$ cat config.mk
export PLATFORM = sky130hd
export DESIGN_NAME = transpose_ctrl
export DESIGN_NICKNAME = d
export VERILOG_FILES = /design/src/rtl/idct_pkg.sv /design/src/rtl/out_skid_buf.sv /design/src/rtl/transpose_ctrl.sv
export SDC_FILE = /design/constraint.sdc
export NUM_CORES = 1
export LEC_CHECK = 0
export CAP_MARGIN = 25
export CORE_ASPECT_RATIO = 0.6
export CORE_MARGIN = 5
export CORE_UTILIZATION = 44
export DETAILED_ROUTE_END_ITERATION = 7
export PLACE_DENSITY = 0.73
export SKIP_LAST_GASP = 1
export SLEW_MARGIN = 15
export SYNTH_ARGS = -nofsm -noshare
export SYNTH_HDL_FRONTEND = slang
export SYNTH_SLANG_ARGS = --single-unit
$ cat constraint.sdc
create_clock -name clk -period 7.9 [get_ports clk]
set_input_delay 0.79 -clock clk [delete_from_list [all_inputs] [get_ports clk]]
set_output_delay 0.79 -clock clk [all_outputs]
set_load 0.01 [all_outputs]
$ cat src/rtl/idct_pkg.sv
// rtl/idct_pkg.sv - shared widths, block size and state type for the transpose controller
package idct_pkg;

  localparam int DW       = 16;
  localparam int AW       = 6;
  localparam int BLK_SIZE = 64;

  typedef enum logic {
    FILL  = 1'b0,
    DRAIN = 1'b1
  } xpose_state_e;

  // Drain read k picks row k mod 8, column k div 8 of the row-major buffer.
  function automatic logic [AW-1:0] xpose_addr(input logic [AW-1:0] k);
    return {k[2:0], k[5:3]};
  endfunction

endpackage

$ cat src/rtl/out_skid_buf.sv
// rtl/out_skid_buf.sv - two-entry output FIFO; head stays put until popped
module out_skid_buf #(
  parameter int DW = 16
) (
  input  logic          clk,
  input  logic          rst_b,
  input  logic          i_push,
  input  logic [DW-1:0] i_data,
  input  logic          i_pop,
  output logic          o_valid,
  output logic [DW-1:0] o_data,
  output logic [1:0]    o_count
);

  logic [DW-1:0] r_mem [2];
  logic          r_wr_ptr;
  logic          r_rd_ptr;
  logic [1:0]    r_count;
  logic          w_push;
  logic          w_pop;

  assign w_pop  = i_pop && (r_count != 2'd0);
  assign w_push = i_push && ((r_count != 2'd2) || w_pop);

  always_ff @(posedge clk) begin
    if (rst_b) begin
      r_mem[0] <= '0;
      r_mem[1] <= '0;
      r_wr_ptr <= 1'b0;
      r_rd_ptr <= 1'b0;
      r_count  <= 2'd0;
    end else begin
      if (w_push) begin
        r_mem[r_wr_ptr] <= i_data;
        r_wr_ptr        <= ~r_wr_ptr;
      end
      if (w_pop) begin
        r_rd_ptr <= ~r_rd_ptr;
      end
      case ({w_push, w_pop})
        2'b10:   r_count <= r_count + 2'd1;
        2'b01:   r_count <= r_count - 2'd1;
        default: r_count <= r_count;
      endcase
    end
  end

  assign o_valid = (r_count != 2'd0);
  assign o_data  = r_mem[r_rd_ptr];
  assign o_count = r_count;

endmodule

$ cat src/rtl/transpose_ctrl.sv
// rtl/transpose_ctrl.sv - 8x8 coefficient transpose: row-major fill, column-major drain
module transpose_ctrl #(
  parameter int DW = 16,
  parameter int AW = 6
) (
  input  logic          clk,
  input  logic          rst_b,
  input  logic          in_valid,
  output logic          in_ready,
  input  logic [DW-1:0] in_data,
  output logic          out_valid,
  input  logic          out_ready,
  output logic [DW-1:0] out_data,
  output logic [AW-1:0] mem_addr,
  output logic [DW-1:0] mem_data_in,
  output logic          mem_write_read,
  input  logic [DW-1:0] mem_data_out,
  output logic          block_done
);

  import idct_pkg::*;

  localparam int             CW       = $clog2(BLK_SIZE);
  localparam logic [CW:0]    CNT_LAST = (CW+1)'(BLK_SIZE - 1);
  localparam logic [CW:0]    CNT_FULL = (CW+1)'(BLK_SIZE);
  localparam logic [CW:0]    CNT_ONE  = (CW+1)'(1);
  localparam logic [AW-1:0]  WR_LAST  = AW'(BLK_SIZE - 1);

  xpose_state_e  r_state;
  xpose_state_e  w_state_nxt;
  logic [AW-1:0] r_wr_cnt;
  logic [AW-1:0] r_last_addr;
  logic [CW:0]   r_rd_cnt;
  logic [CW:0]   r_out_cnt;
  logic          r_in_flight;

  logic          w_in_xfer;
  logic          w_pop;
  logic          w_issue;
  logic          w_last_out;
  logic [2:0]    w_occ;
  logic [AW-1:0] w_rd_addr;
  logic          w_fifo_valid;
  logic [DW-1:0] w_fifo_data;
  logic [1:0]    w_fifo_cnt;

  assign w_in_xfer  = in_valid && (r_state == FILL) && !rst_b;
  assign w_pop      = w_fifo_valid && out_ready && !rst_b;
  assign w_last_out = w_pop && (r_out_cnt == CNT_LAST);
  assign w_rd_addr  = xpose_addr(r_rd_cnt[CW-1:0]);

  // Buffered plus in-flight words after this cycle's pop must leave room for one more.
  assign w_occ   = {1'b0, w_fifo_cnt} + {2'b00, r_in_flight} - {2'b00, w_pop};
  assign w_issue = (r_state == DRAIN) && !rst_b && (r_rd_cnt < CNT_FULL) && (w_occ < 3'd2);

  always_ff @(posedge clk) begin
    if (rst_b) begin
      r_state     <= FILL;
      r_wr_cnt    <= '0;
      r_rd_cnt    <= '0;
      r_out_cnt   <= '0;
      r_in_flight <= 1'b0;
      r_last_addr <= '0;
    end else begin
      r_state     <= w_state_nxt;
      r_in_flight <= w_issue;
      if (w_in_xfer) begin
        r_wr_cnt <= r_wr_cnt + AW'(1);
      end
      if (w_issue) begin
        r_rd_cnt    <= r_rd_cnt + CNT_ONE;
        r_last_addr <= w_rd_addr;
      end
      if (w_pop) begin
        r_out_cnt <= r_out_cnt + CNT_ONE;
      end
      if (w_last_out) begin
        r_rd_cnt  <= '0;
        r_out_cnt <= '0;
      end
    end
  end

  always_comb begin
    w_state_nxt    = r_state;
    in_ready       = 1'b0;
    mem_write_read = 1'b0;
    mem_addr       = '0;
    unique case (r_state)
      FILL: begin
        in_ready = !rst_b;
        mem_addr = rst_b ? '0 : r_wr_cnt;
        if (w_in_xfer && (r_wr_cnt == WR_LAST)) begin
          w_state_nxt = DRAIN;
        end
      end
      DRAIN: begin
        mem_write_read = !rst_b;
        if (!rst_b) begin
          mem_addr = w_issue ? w_rd_addr : r_last_addr;
        end
        if (w_last_out) begin
          w_state_nxt = FILL;
        end
      end
      default: w_state_nxt = FILL;
    endcase
  end

  // Memory read data lands exactly one cycle after issue, tracked by r_in_flight.
  out_skid_buf #(
    .DW (DW)
  ) u_out_skid_buf (
    .clk     (clk),
    .rst_b   (rst_b),
    .i_push  (r_in_flight),
    .i_data  (mem_data_out),
    .i_pop   (w_pop),
    .o_valid (w_fifo_valid),
    .o_data  (w_fifo_data),
    .o_count (w_fifo_cnt)
  );

  assign mem_data_in = in_data;
  assign out_valid   = w_fifo_valid && !rst_b;
  assign out_data    = rst_b ? '0 : w_fifo_data;
  assign block_done  = w_last_out;

endmodule
==> run_results.csv <==
group,metric,value,unit
status,outcome,"completed",
routing,via_per_inst,4.90,
sta,setup_repair_after_global_routing_missed_its_margin,"no",
yosys,synthTopCellsByArea,"sky130_fd_sc_hd__edfxtp_1, sky130_fd_sc_hd__dfxtp_1, sky130_fd_sc_hd__mux2i_1",
yosys,synth-edff-count,32,
yosys,synth_cells,291,
yosys,synth.avg_cell_area,10.7,um2
setup_path,critical_path.max_fanout,54,
sta,endpoints_failing_hold,0,
layout,insertedDiodeCount,0,
setup_path,worstPathArrival,4.33,ns
die,fp.dieW,119,um
routing,final_antenna_net_count,0,
die,initial_core_util,0.460,
sta,worst_slew_pin_slew,0.941,ns
layout,area.growth.synth_to_final,20.9,%
setup_path,crit_slowest_cell,"sky130_fd_sc_hd__clkdlybuf4s50_1",
setup_path,cp-end-kind,"output pin",
pwr,irDropWorstVdd,0.113,mV
min_path,worstHoldPathCells,2,
pwr,internal_power_component,0.623,mW
sta,fin_skew,0.00480,ns
sta,period_minus_slack,5.12,ns
yosys,synthesis.yosys.warnings,0,
yosys,synth.top_cell.area_share,0.307,
yosys,synth_nets,333,
setup_path,critical_path.cell_chain,"buf_2 -> buf_4 -> nand2b_4 -> nor2_1 -> ha_1 -> nand2b_1 -> fa_1 -> nand4bb_1 -> or2_1 -> mux2i_1 -> a211oi_1 -> clkdlybuf4s50_1",
clock_network,post_cts_buffers,0,
yosys,synth_top_cell_by_area,"sky130_fd_sc_hd__edfxtp_1",
clock_network,cts_made_buffers,9,
pwr,sequentialPowerShare,0.464,
routing,drc,0,
routing,drt_wl_cell,14.0,um
routing,drt_iter0_markers,98,
setup_path,reg2regPathDepth,9,
global_routing,grt_start_max_net_pins,55,
run,max_cap_viol_count,0,
layout,post_route_cells_drive_above_1_share,0.0805,
yosys,synth_top_family_by_area,"simple AND/OR/NAND/NOR gates",
min_path,timing.hold.worst_endpoint,"r_out_cnt[6]",
min_path,worst_hold_startpoint,"r_out_cnt[6]",
setup_path,path_buf_inv,3,
global_routing,grt_remaining_overflow,0,
setup_path,crit_path_start_kind,"input port",
sta,fin_tns_setup,0,ns
pwr,power_density,207,nW/um2
global_routing,grt_util_all_layers,0.137,
global_routing,grt_pass1_vias,1962,
yosys,multiplexer_area_fraction_after_synthesis,0.0705,
pwr,clock_power_share,0.487,
yosys,synthSimpleGateAreaFrac,0.211,
setup_path,r2r_end,"r_last_addr[1]",
routing,detailroute.via_count,2011,
min_path,worst_hold_path_type,"reg -> reg",
setup_path,critical_path_required,7.11,ns
clock_network,cts_resized,0,
yosys,parity_gate_share_of_the_synthesized_area_counting_xor_and_xnor_cells,0.0584,
die,i_o_pin_total,78,
pwr,total_leakage_power,1.35,nW
die,floorplan.core_area,6790,um2
pwr,combinational_power_share,0.049,
placed_design,placement.io_buffers,45,
routing,dr_wl_met2,2.50,mm
sta,final_cycle_share,0.648,
yosys,mappedNetlistArea,3130,um2
sta,achievable-frequency,195,MHz
die,fp.dieArea,8940,um2
placed_design,detailedPlacementHpwl,3.87,mm
setup_path,rr_startpoint,"u_out_skid_buf.o_count[1]",
yosys,synth.cells.most_frequent,"sky130_fd_sc_hd__nor2_1, sky130_fd_sc_hd__dfxtp_1, sky130_fd_sc_hd__and2_1, sky130_fd_sc_hd__edfxtp_1, sky130_fd_sc_hd__mux2i_1",
sta,final-max-slew-violation-count,0,
yosys,synth-adder-area-share,0.0264,
yosys,netlist-cell-type-count,43,
layout,final_area,3780,um2
routing,highest_routing_layer_actually_used,"met4",
placed_design,placedInstanceArea,3480,um2
global_routing,number_of_antenna_violations_at_the_first_check_in_global_routing,0,
yosys,fraction_of_the_mapped_netlist_area_in_compound_gates,0.0396,
routing,detailroute.wirelength.met3,381,um
global_routing,grt_pass1_wl,9.53,mm
yosys,yosys_most_used_dff,"sky130_fd_sc_hd__dfxtp_1",
clock_network,deepest_clock_path_buffer_count,2,
yosys,yosysMostFrequentCell,"sky130_fd_sc_hd__nor2_1",
sta,timing.max_slew.rel_slack,0.372,
yosys,sequential_area_share_after_synthesis,0.519,
clock_network,cts.sinks,65,
pwr,switching_power,0.159,mW
clock_network,clkSlewWorstSetupHoldPaths,0.05,ns
routing,totalWireLength,5.72,mm
clock_network,cts_tree,"built",
clock_network,cts_root_buffer,"sky130_fd_sc_hd__clkbuf_16",
setup_path,timing.reg2reg.setup_slack,4.97,ns
yosys,synth.ff_latch_count,65,
die,rows,23,
clock_network,clock_insertion_delay_worst_skew,0.32,ns
yosys,asyncSetResetFlopFracSynth,0,
pwr,swShare,0.203,
placed_design,weighted_congestion_reported_at_the_end_of_routability_driven_placement,0.798,
setup_path,cpLargestDelayFamily,"simple AND/OR/NAND/NOR gates",
sta,setup_viol,0,
die,die_y,75.3,um
routing,met1Wirelength,2.79,mm
clock_network,ctsHoldBuffers,0,
layout,finalNetCount,360,
setup_path,cpPeakStageDelay,0.58,ns
clock_network,ctsHtreeMaxLevel,3,
routing,detailedRoute.firstPassIterationCount,5,
setup_path,worst-setup-path-type,"in -> out",
## power groups by stage
stage / sequential [mW] / combinational, mW / clock (mW)
5_1_grt: 0.363 / 0.0424 / 0.404
6_report: 0.363 / 0.0386 / 0.380
3_5_place_dp: 0.370 / 0.0389 / 0
4_1_cts: 0.363 / 0.0391 / 0.388
2_1_floorplan: 0.369 / 0.0265 / 0
3_3_place_gp: 0.369 / 0.0383 / 0
## cell type report
class | count | area (um2)
tap | 87 | 109
fill | 585 | 3010
multi-input combinational | 189 | 1270
sequential | 65 | 1620
inverter | 6 | 22.5
clock buffer | 9 | 225
timing repair buffer | 47 | 460
clock inverter | 7 | 70.1
## flip-flops by register name, indices dropped and copies added (netlist names), named ones only
signal and flops:
u_out_skid_buf.r_mem 32, r_out_cnt 7, r_rd_cnt 7, r_last_addr 6, r_wr_cnt 6, u_out_skid_buf.o_count 2, r_in_flight 1, r_state 1
u_out_skid_buf.r_rd_ptr 1, u_out_skid_buf.r_wr_ptr 1
## worst min-delay path: stages, from the launching register on
cell                       delay [ns]
sky130_fd_sc_hd__dfxtp_1         0.31
sky130_fd_sc_hd__inv_1           0.05
sky130_fd_sc_hd__a311oi_1        0.04
## metal layers
| metal | global-route usage | up-vias |
|---|---|---|
| met2 | 0.208 | 56 |
| met3 | 0.0571 | 8 |
| met4 | 0.0578 | 0 |
| met1 | 0.176 | 920 |
| li1 | - | 1027 |
| met5 | 0 | - |
## worst max path at each step
stage	start	end	slack (ns)	cells after the start
floorplan	rst_b	mem_addr[5]	3.92	12
global placement	rst_b	mem_addr[5]	2.86	12
detailed placement	rst_b	mem_addr[1]	2.77	12
CTS	rst_b	mem_addr[1]	2.78	12
global route	rst_b	mem_addr[2]	2.56	12
finish	rst_b	mem_addr[1]	2.78	12
## kinds of logic (layout without fill, tap and decap cells)
family / Yosys count / after routing
multiplexers: 22 / 22
flip-flops: 65 / 65
adder cells (fa/ha/maj): 6 / 6
buffers and inverters: 37 / 69
XOR/XNOR: 20 / 20
AND/OR/NAND/NOR: 124 / 124
AO/OA/AOI/OAI: 17 / 17
## through the flow
| stage | util | setup WS [ns] | cells | total power, mW | hold WS [ns] |
|---|---|---|---|---|---|
| after detailed placement | 0.513 | 2.77 | 394 | 0.409 | 0.422 |
| after global placement | 0.513 | 2.86 | 394 | 0.407 | 0.413 |
| final | 0.556 | 2.78 | 410 | 0.782 | 0.445 |
| after CTS | 0.556 | 2.78 | 410 | 0.790 | 0.433 |
| after global routing | 0.556 | 2.56 | 410 | 0.810 | 0.446 |
| after floorplan | - | 3.92 | 291 | 0.395 | 0.403 |
## layout by cell type (no fill, tap or decap), types with 2 or more instances in the layout
master / n
sky130_fd_sc_hd__a211oi_1: 6
sky130_fd_sc_hd__a21oi_1: 4
sky130_fd_sc_hd__and2_1: 32
sky130_fd_sc_hd__and3_1: 2
sky130_fd_sc_hd__buf_4: 2
sky130_fd_sc_hd__clkbuf_16: 9
sky130_fd_sc_hd__clkdlybuf4s50_1: 44
sky130_fd_sc_hd__clkinvlp_4: 3
sky130_fd_sc_hd__dfxtp_1: 33
sky130_fd_sc_hd__edfxtp_1: 32
sky130_fd_sc_hd__ha_1: 5
sky130_fd_sc_hd__inv_1: 5
sky130_fd_sc_hd__mux2i_1: 22
sky130_fd_sc_hd__nand2_1: 6
sky130_fd_sc_hd__nand3_1: 4
sky130_fd_sc_hd__nand4_1: 3
sky130_fd_sc_hd__nor2_1: 54
sky130_fd_sc_hd__nor3_1: 5
sky130_fd_sc_hd__nor3b_1: 3
sky130_fd_sc_hd__nor4_1: 2
sky130_fd_sc_hd__o21ai_0: 2
sky130_fd_sc_hd__or2_1: 3
sky130_fd_sc_hd__xnor2_1: 14
sky130_fd_sc_hd__xor2_1: 5
Note: power is estimated with default switching activity, not from simulation.
